===== src/rtl/rj_counter_param.sv =====
// Parametrised ring/Johnson shift counter with enable, direction, load, position index and wrap pulse.
// Optional illegal-state self-correction on step cycles when RJ_SELF_CORRECT_EN is defined.
module rj_counter_param #(
    parameter int WIDTH = 4
) (
    input  logic                                  clk,
    input  logic                                  rst,
    input  logic                                  rj,
    input  logic                                  en,
    input  logic                                  dir,
    input  logic                                  load,
    input  logic [WIDTH-1:0]                      load_val,
    output logic [WIDTH-1:0]                      q,
    output logic [$clog2(2*WIDTH)-1:0]            idx,
    output logic                                  wrap,
    output logic                                  err
);

    localparam int IDX_W = $clog2(2*WIDTH);

    logic             mode_q;
    logic [WIDTH-1:0] q_nxt;
    logic [IDX_W-1:0] idx_nxt;
    logic [IDX_W-1:0] idx_last;
    logic             mode_nxt;
    logic             wrap_nxt;
    logic             err_nxt;

    function automatic logic [WIDTH-1:0] seed(input logic m);
        return m ? '0 : WIDTH'(1);
    endfunction

    function automatic int popcount(input logic [WIDTH-1:0] v);
        int n;
        n = 0;
        for (int i = 0; i < WIDTH; i++) n += int'(v[i]);
        return n;
    endfunction

    // Johnson legality: the pattern may contain at most one 0/1 boundary.
    function automatic logic is_legal(input logic [WIDTH-1:0] v, input logic m);
        int t;
        t = 0;
        for (int i = 0; i < WIDTH-1; i++) t += int'(v[i] != v[i+1]);
        return m ? (t <= 1) : (popcount(v) == 1);
    endfunction

    function automatic logic [IDX_W-1:0] decode(input logic [WIDTH-1:0] v, input logic m);
        int r;
        r = 0;
        if (is_legal(v, m)) begin
            if (!m) begin
                for (int i = 0; i < WIDTH; i++) if (v[i]) r = i;
            end else if (v == '0) begin
                r = 0;
            end else if (v[0]) begin
                r = popcount(v);
            end else begin
                r = 2*WIDTH - popcount(v);
            end
        end
        return IDX_W'(r);
    endfunction

    assign idx_last = mode_q ? IDX_W'(2*WIDTH-1) : IDX_W'(WIDTH-1);

    always_comb begin
        mode_nxt = mode_q;
        q_nxt    = q;
        idx_nxt  = idx;
        wrap_nxt = 1'b0;
        err_nxt  = 1'b0;
        if (load) begin
            q_nxt   = load_val;
            idx_nxt = decode(load_val, mode_q);
        end else if (rj != mode_q) begin
            mode_nxt = rj;
            q_nxt    = seed(rj);
            idx_nxt  = '0;
        end else if (en) begin
`ifdef RJ_SELF_CORRECT_EN
            if (!is_legal(q, mode_q)) begin
                q_nxt   = seed(mode_q);
                idx_nxt = '0;
                err_nxt = 1'b1;
            end else
`endif
            if (!dir) begin
                q_nxt    = {q[WIDTH-2:0], q[WIDTH-1] ^ mode_q};
                wrap_nxt = (idx == idx_last);
                idx_nxt  = wrap_nxt ? '0 : idx + IDX_W'(1);
            end else begin
                q_nxt    = {q[0] ^ mode_q, q[WIDTH-1:1]};
                wrap_nxt = (idx == '0);
                idx_nxt  = wrap_nxt ? idx_last : idx - IDX_W'(1);
            end
        end
    end

    always_ff @(posedge clk) begin
        if (rst) begin
            mode_q <= rj;
            q      <= seed(rj);
            idx    <= '0;
            wrap   <= 1'b0;
            err    <= 1'b0;
        end else begin
            mode_q <= mode_nxt;
            q      <= q_nxt;
            idx    <= idx_nxt;
            wrap   <= wrap_nxt;
            err    <= err_nxt;
        end
    end

endmodule

===== config.mk =====
export PLATFORM = sky130hd
export DESIGN_NAME = rj_counter_param
export DESIGN_NICKNAME = d
export VERILOG_FILES = /design/src/rtl/rj_counter_param.sv
export SDC_FILE = /design/constraint.sdc
export NUM_CORES = 1
export LEC_CHECK = 0
export CORE_MARGIN = 1
export CORE_UTILIZATION = 45
export DETAILED_ROUTE_END_ITERATION = 16
export PLACE_DENSITY = 0.74
export REMOVE_ABC_BUFFERS = 1
export SLEW_MARGIN = 20
export SYNTH_ARGS = -nofsm -noshare
export SYNTH_HDL_FRONTEND = slang
export SYNTH_SLANG_ARGS = --single-unit
export TNS_END_PERCENT = 50

===== constraint.sdc =====
create_clock -name clk -period 2.65 [get_ports clk]
set_input_delay 0.53 -clock clk [delete_from_list [all_inputs] [get_ports clk]]
set_output_delay 0.53 -clock clk [all_outputs]
set_load 0.05 [all_outputs]

# ---- Word-level counts from Yosys, hierarchy flattened
# Index checks and enable logic that the tools add are counted.
dict set report word_totals {
  inputBits 10
  ff_bits 9
  memories 0
  rom_bits 0
  ram_bits 0
  latchBits 0
}
dict set report classes {
  reduce_logical 7
  n_bitwise 3
  n_div 0
  add_sub_neg 8
  mux 25
  n_shift 0
  n_eq_ne 7
  multipliers 0
  order_cmp 1
}
# cell count
set op_table {}
lappend op_table {{2-to-1 mux 3 bit} 12}
lappend op_table {{2-to-1 mux 4 bit} 5}
lappend op_table {{2-to-1 mux 1 bit} 7}
lappend op_table {{adder 2 x 1 -> 3 bit} 2}
lappend op_table {{adder 1 x 1 -> 2 bit} 2}
lappend op_table {{adder 3 x 1 -> 4 bit} 1}
lappend op_table {{== test 4 x 1 -> 1 bit, second input constant} 1}
lappend op_table {{zero test 4 bit} 1}
lappend op_table {{!= test 1 bit} 4}
lappend op_table {{nonzero test 4 bit} 1}
lappend op_table {{OR reduction 4 bit} 1}
lappend op_table {{adder 3 x 1 -> 3 bit, second input constant} 1}
lappend op_table {{== test 3 bit} 1}
lappend op_table {{<= comparator 3 x 1 -> 1 bit, second input constant} 1}
lappend op_table {{zero test 3 bit} 1}
lappend op_table {{nonzero test 3 bit} 1}
lappend op_table {{subtractor 1 x 3 -> 3 bit, first input constant} 1}
lappend op_table {{subtractor 3 x 1 -> 3 bit, second input constant} 1}
lappend op_table {{2-to-1 mux 2 bit} 1}
lappend op_table {{!= test 2 bit, second input constant} 1}
lappend op_table {{AND reduction 2 bit} 1}
lappend op_table {{nonzero test 2 bit} 1}
lappend op_table {{XOR 1 bit} 2}
lappend op_table {{inverter 1 bit} 1}

# ---- Depth between registers and ports, before layout
dict set report logic_depth {
  word_depth 9
  depth_mapped 8
}

# ---- Least setup slack after synthesis
# OpenSTA, ideal clock, no wires.
dict set report synth_timing {
  path_type {input to register}
  from {input port load_val[0]}
  to {register idx[2]}
  slack_ns 0.143
  path_stages 6
  path_buffers 0
  arrival_time_ns 2.421
  setup_time_ns 0.086
  t_required_ns 2.564
  cell_sequence {fa_1 ha_1 and2_0 o211a_1 or4b_1 a221oi_2}
}
dict set report synth_between {
  elab_chain_cells 9
  word_cells_on_any_way 16
}
# item line
set synth_rtl {}
lappend synth_rtl {{start, declared} 12} ;# input logic [WIDTH-1:0] load_val,
lappend synth_rtl {{adder 1 x 1 -> 2 bit} 36} ;# for (int i = 0; i < WIDTH; i++) n += int'(v[i]);
lappend synth_rtl {{adder 2 x 1 -> 3 bit} 36}
lappend synth_rtl {{adder 3 x 1 -> 4 bit} 36}
lappend synth_rtl {{subtractor 1 x 3 -> 3 bit} 59} ;# r = 2*WIDTH - popcount(v);
lappend synth_rtl {{2-to-1 mux 3 bit} 56} ;# end else if (v[0]) begin
lappend synth_rtl {{2-to-1 mux 3 bit} 54} ;# end else if (v == '0) begin
lappend synth_rtl {{2-to-1 mux 3 bit} 52} ;# if (!m) begin
lappend synth_rtl {{2-to-1 mux 3 bit *} 51} ;# if (is_legal(v, m)) begin
lappend synth_rtl {{2-to-1 mux 3 bit *} 73} ;# if (load) begin
lappend synth_rtl {{end signal, assigned} 110} ;# idx <= idx_nxt;
lappend synth_rtl {{end, declared} 14} ;# output logic [$clog2(2*WIDTH)-1:0] idx,
# Every way passes the cells marked *; elsewhere a longest branch is shown, timed or not.
# A chain may end at the register's enable or synchronous reset.

# ---- Worst setup path after layout
dict set report layout_timing {
  from {input port load_val[3]}
  to {register idx[2]}
}
dict set report layout_between {
  elab_chain_cells 7
  word_cells_on_any_way 13
}
# item line
set layout_rtl {}
lappend layout_rtl {{adder 3 x 1 -> 4 bit} 36}
lappend layout_rtl {{subtractor 1 x 3 -> 3 bit} 59}
lappend layout_rtl {{2-to-1 mux 3 bit} 56}
lappend layout_rtl {{2-to-1 mux 3 bit} 54}
lappend layout_rtl {{2-to-1 mux 3 bit} 52}
lappend layout_rtl {{2-to-1 mux 3 bit *} 51}
lappend layout_rtl {{2-to-1 mux 3 bit *} 73}
# Marks and branches as above.

==> impl.org <==
** Critical path
- In this run the worst setup path begins at load_val[3].
- Traced cell by cell, the critical path runs through dlygate4sd2_1 -> fa_1 -> ha_4 -> and2_0 -> o211a_1 -> or4b_1 -> a221oi_2.
- Cell type group with the largest total delay on the critical path :: adder cells
- Highest net fanout along the worst path :: 4
- WP data required :: 2.82 ns
- Source of the worst register-to-register timing path :: mode_q
- The critical path is of the input pin to flip-flop type.
- Following the worst setup path forward leads to its endpoint at idx[2].
- Critical Path Slowest Stage Cell :: sky130_fd_sc_hd__fa_1
- Setup crit start kind :: input pin
- Counting cells, the worst reg-to-reg path comes to 4.
- Counting buffers and inverters, the worst setup path is 7 cells deep.
- In this design, the stage delay of the slowest critical-path cell is 0.60 ns.
- STA classifies the critical path endpoint as a flip-flop.
- Buffer and inverter count on the worst path :: 1
- Reg2reg end :: idx[2]
- Flop2flop setup slack :: 0.92 ns
- CP Data Arrival Time :: 2.67 ns

** STA
- Setup repair after global routing left no endpoint under its margin.
- Setup violation total in the final timing report :: 0
- The final max-slew violation count came to 0.
- Slew of the pin with the lowest slew margin :: 0.505 ns
- Clock Skews :: 0.000416 ns
- Headroom to the max-slew limit came out at 66.2%.
- For this run, the top clock speed supported by timing is 400 MHz.
- Adding up every negative setup slack in the final design gives 0 ns.
- For the finished layout, the period the worst path requires is 2.50 ns.
- The number of failing hold endpoints at the final stage was 0.
- Final period util :: 94.4%

** Cells and area
- The area growth from synthesis to layout is 33.6%.
- After the last flow step, the layout net total stands at 157.
- Cells with a size suffix above 1 make up 16.3% of the layout.
- After routing the design area is 1220 µm².
- Diodes inserted :: 0
- Cells fill 67.0% of the core in the end.

** Detailed routing
- Via density per instance :: 5.24
- For this block, the via count after detailed routing is 839.
- Average wire per standard cell :: 12.3 µm
- The detail route stage leaves a number of antenna-violating nets equal to 0.
- The first detailed-routing pass ran for 4 iterations.
- Detailed router's first-iteration violation count :: 11
- Final routed DRC violation total :: 0
- After detailed routing, the total wire length is 1970 µm.

** Synthesis
- Synthesis handed over a netlist of 106 instances.
- Cell area after synthesis :: 913 µm²
- Share of synthesized registers carrying an async set or reset :: 0%
- Portion of the post-synthesis area used by sequential elements :: 25.2%
- Yosys mapped a number of flops with a built-in enable equal to 5.
- Average cell area after synthesis :: 8.62 µm²
- For this run, the number of Yosys warnings is 0.
- Primary flip-flop cell chosen by synthesis mapping :: sky130_fd_sc_hd__edfxtp_1
- Synthesis inferred 9 register bits.
- Netlist cell types :: 43

** Global route
- The number of antenna violations at the first check in global routing is 0.
- The first global-routing pass estimated 3240 µm of wire.
- Global route total overflow :: 0
- The number of global-route vias before repair was 837.
- Largest net degree at the start of global routing :: 15
- GRT Util Overall :: 20.7%

** CTS
- TritonCTS built the clock tree.
- Post CTS Setup Buffer Count :: 0
- Cts hold-fix bufs :: 0
- Clk root buf :: sky130_fd_sc_hd__clkbuf_4
- Clock buffers created by TritonCTS :: 3
- CTS built an H-tree with a depth of 1.
- Later-pin clock latency in the skew report :: 0.25 ns
- CTS sink count :: 9
- Number of buffers on the longest clock path :: 2
- Clock-pin slew of the registers on the worst-case setup and hold paths :: 0.06 ns

** Placement
- Total cell area at the placement stage :: 1180 µm²
- Routability-driven placement finished with a final weighted congestion of 0.811.
- Number of buffer cells added on primary ports :: 17
- Detailed placement ended at an HPWL of 1640 µm.

** Floorplan
- Chip Height :: 47.1 µm
- For this configuration, the core starts out at a cell density of 50.2%.
- The die covers 2210 µm².
- After floorplanning, the core was sized to cover 1820 µm².
- Die span in x :: 47.1 µm
- Number of placement rows :: 15
- 19 I/O pins were placed.

** Flow run
- Max Cap Violations :: 0

** Pwr
- VDD IR-drop max :: 247 µV
- The completed layout was analyzed and its total power is 511 µW.
- Static power due to leakage :: 0.533 nW
- In this run the power density over the cells is 419 nW/µm².

** Hold path
- The path class of the tightest hold or removal check is flip-flop to flip-flop.

** Outcome
- Run status :: completed
==> how the worst min path moves through the flow <==
stage,to,slack [ns],start,cells after the start
final,idx[1],0.56,idx[1],2
after global routing,idx[1],0.63,idx[1],2
after CTS,idx[1],0.57,idx[1],2
after detailed placement,idx[1],0.56,idx[1],2
after global placement,idx[1],0.55,idx[1],2
after floorplan,idx[2],0.60,rst,1
==> logic make-up after synthesis <==
kind of cell	after synthesis	share of synthesized area (%)
flip-flops	9	25.2
buffers and inverters	17	7.94
AO/OA/AOI/OAI	28	22.2
XOR/XNOR	4	3.84
AND/OR/NAND/NOR	33	20.1
multiplexers	3	3.56
other	1	0.411
adder cells (fa/ha/maj)	11	16.7
==> through the flow <==
stage / setup WS [ns] / hold slack [ns] / std cells
finish: 0.149 / 0.562 / 160
global route: 0.0513 / 0.628 / 160
CTS: 0.0362 / 0.570 / 160
detailed placement: -0.390 / 0.562 / 156
global placement: -0.333 / 0.549 / 156
floorplan: 0.143 / 0.596 / 102
==> per-layer routing <==
metal	GRT usage, %	vias up	part of all wire, %
met5	0	-	0
met2	35.8	21	50
met1	24.8	379	46
li1	-	437	-
met3	3.85	2	3.2
met4	9.14	0	0.71
==> layout by cell type (no fill, tap or decap), types with 2 or more instances in the layout <==
| master | count |
|---|---|
| sky130_fd_sc_hd__a21oi_1 | 8 |
| sky130_fd_sc_hd__a22o_1 | 2 |
| sky130_fd_sc_hd__a22oi_1 | 2 |
| sky130_fd_sc_hd__and2_1 | 2 |
| sky130_fd_sc_hd__buf_4 | 12 |
| sky130_fd_sc_hd__clkbuf_4 | 3 |
| sky130_fd_sc_hd__clkdlybuf4s50_1 | 14 |
| sky130_fd_sc_hd__dfxtp_1 | 4 |
| sky130_fd_sc_hd__dlygate4sd2_1 | 2 |
| sky130_fd_sc_hd__edfxtp_1 | 5 |
| sky130_fd_sc_hd__fa_1 | 2 |
| sky130_fd_sc_hd__ha_1 | 8 |
| sky130_fd_sc_hd__inv_1 | 13 |
| sky130_fd_sc_hd__mux2_2 | 2 |
| sky130_fd_sc_hd__nand2_1 | 5 |
| sky130_fd_sc_hd__nand2b_1 | 4 |
| sky130_fd_sc_hd__nor2_1 | 6 |
| sky130_fd_sc_hd__nor2b_1 | 4 |
| sky130_fd_sc_hd__nor3_1 | 3 |
| sky130_fd_sc_hd__o21ai_0 | 3 |
| sky130_fd_sc_hd__or3b_2 | 2 |
| sky130_fd_sc_hd__xnor2_1 | 4 |
==> cell type report <==
class	instances	area (µm²)
multi-input cells	80	623
fillers	162	601
repair buffers	29	260
flip-flops and latches	9	230
inverters	13	48.8
well taps	25	31.3
clock buffers	4	26.3
==> sequential cells by signal, summed over array words and instances (netlist names) <==
name and flops:
mode_q 1, q 4, wrap 1, idx 3
==> synth_stat cells, types with 2 or more instances <==
library cell / number / share of area, %
sky130_fd_sc_hd__xnor2_1: 4 / 3.8
sky130_fd_sc_hd__mux2_2: 2 / 2.5
sky130_fd_sc_hd__and2_1: 2 / 1.4
sky130_fd_sc_hd__nor2b_1: 4 / 2.7
sky130_fd_sc_hd__buf_4: 2 / 1.6
sky130_fd_sc_hd__nand2b_1: 4 / 2.7
sky130_fd_sc_hd__a22o_1: 2 / 1.9
sky130_fd_sc_hd__dfxtp_1: 4 / 8.8
sky130_fd_sc_hd__edfxtp_1: 5 / 16
sky130_fd_sc_hd__inv_1: 13 / 5.3
sky130_fd_sc_hd__a22oi_1: 2 / 1.6
sky130_fd_sc_hd__a21oi_1: 8 / 4.4
sky130_fd_sc_hd__o21ai_0: 3 / 1.6
sky130_fd_sc_hd__fa_1: 2 / 4.4
sky130_fd_sc_hd__or3b_2: 2 / 1.9
sky130_fd_sc_hd__nand2_1: 5 / 2.1
sky130_fd_sc_hd__ha_1: 9 / 12
sky130_fd_sc_hd__nor2_1: 6 / 2.5
sky130_fd_sc_hd__nor3_1: 3 / 1.6
==> report_power, final <==
group | switching, mW | leakage (nW) | internal, mW
Combinational | 0.126 | 0.430 | 0.107
Clock | 0.0443 | 0.0150 | 0.0578
Sequential | 0.0153 | 0.0880 | 0.161
==> timing repair <==
action / in CTS / in global routing
resized for setup: 3 / 1
hold endpoints to repair: 0 / 0
setup endpoints to repair: 1 / 3
pin swaps: 2 / 2
==> worst min-delay path, stage by stage (launching register included) <==
cell,delay (ns)
sky130_fd_sc_hd__dfxtp_1,0.33
sky130_fd_sc_hd__inv_1,0.10
sky130_fd_sc_hd__a221oi_1,0.08
Power figures use the tool's default switching activity.
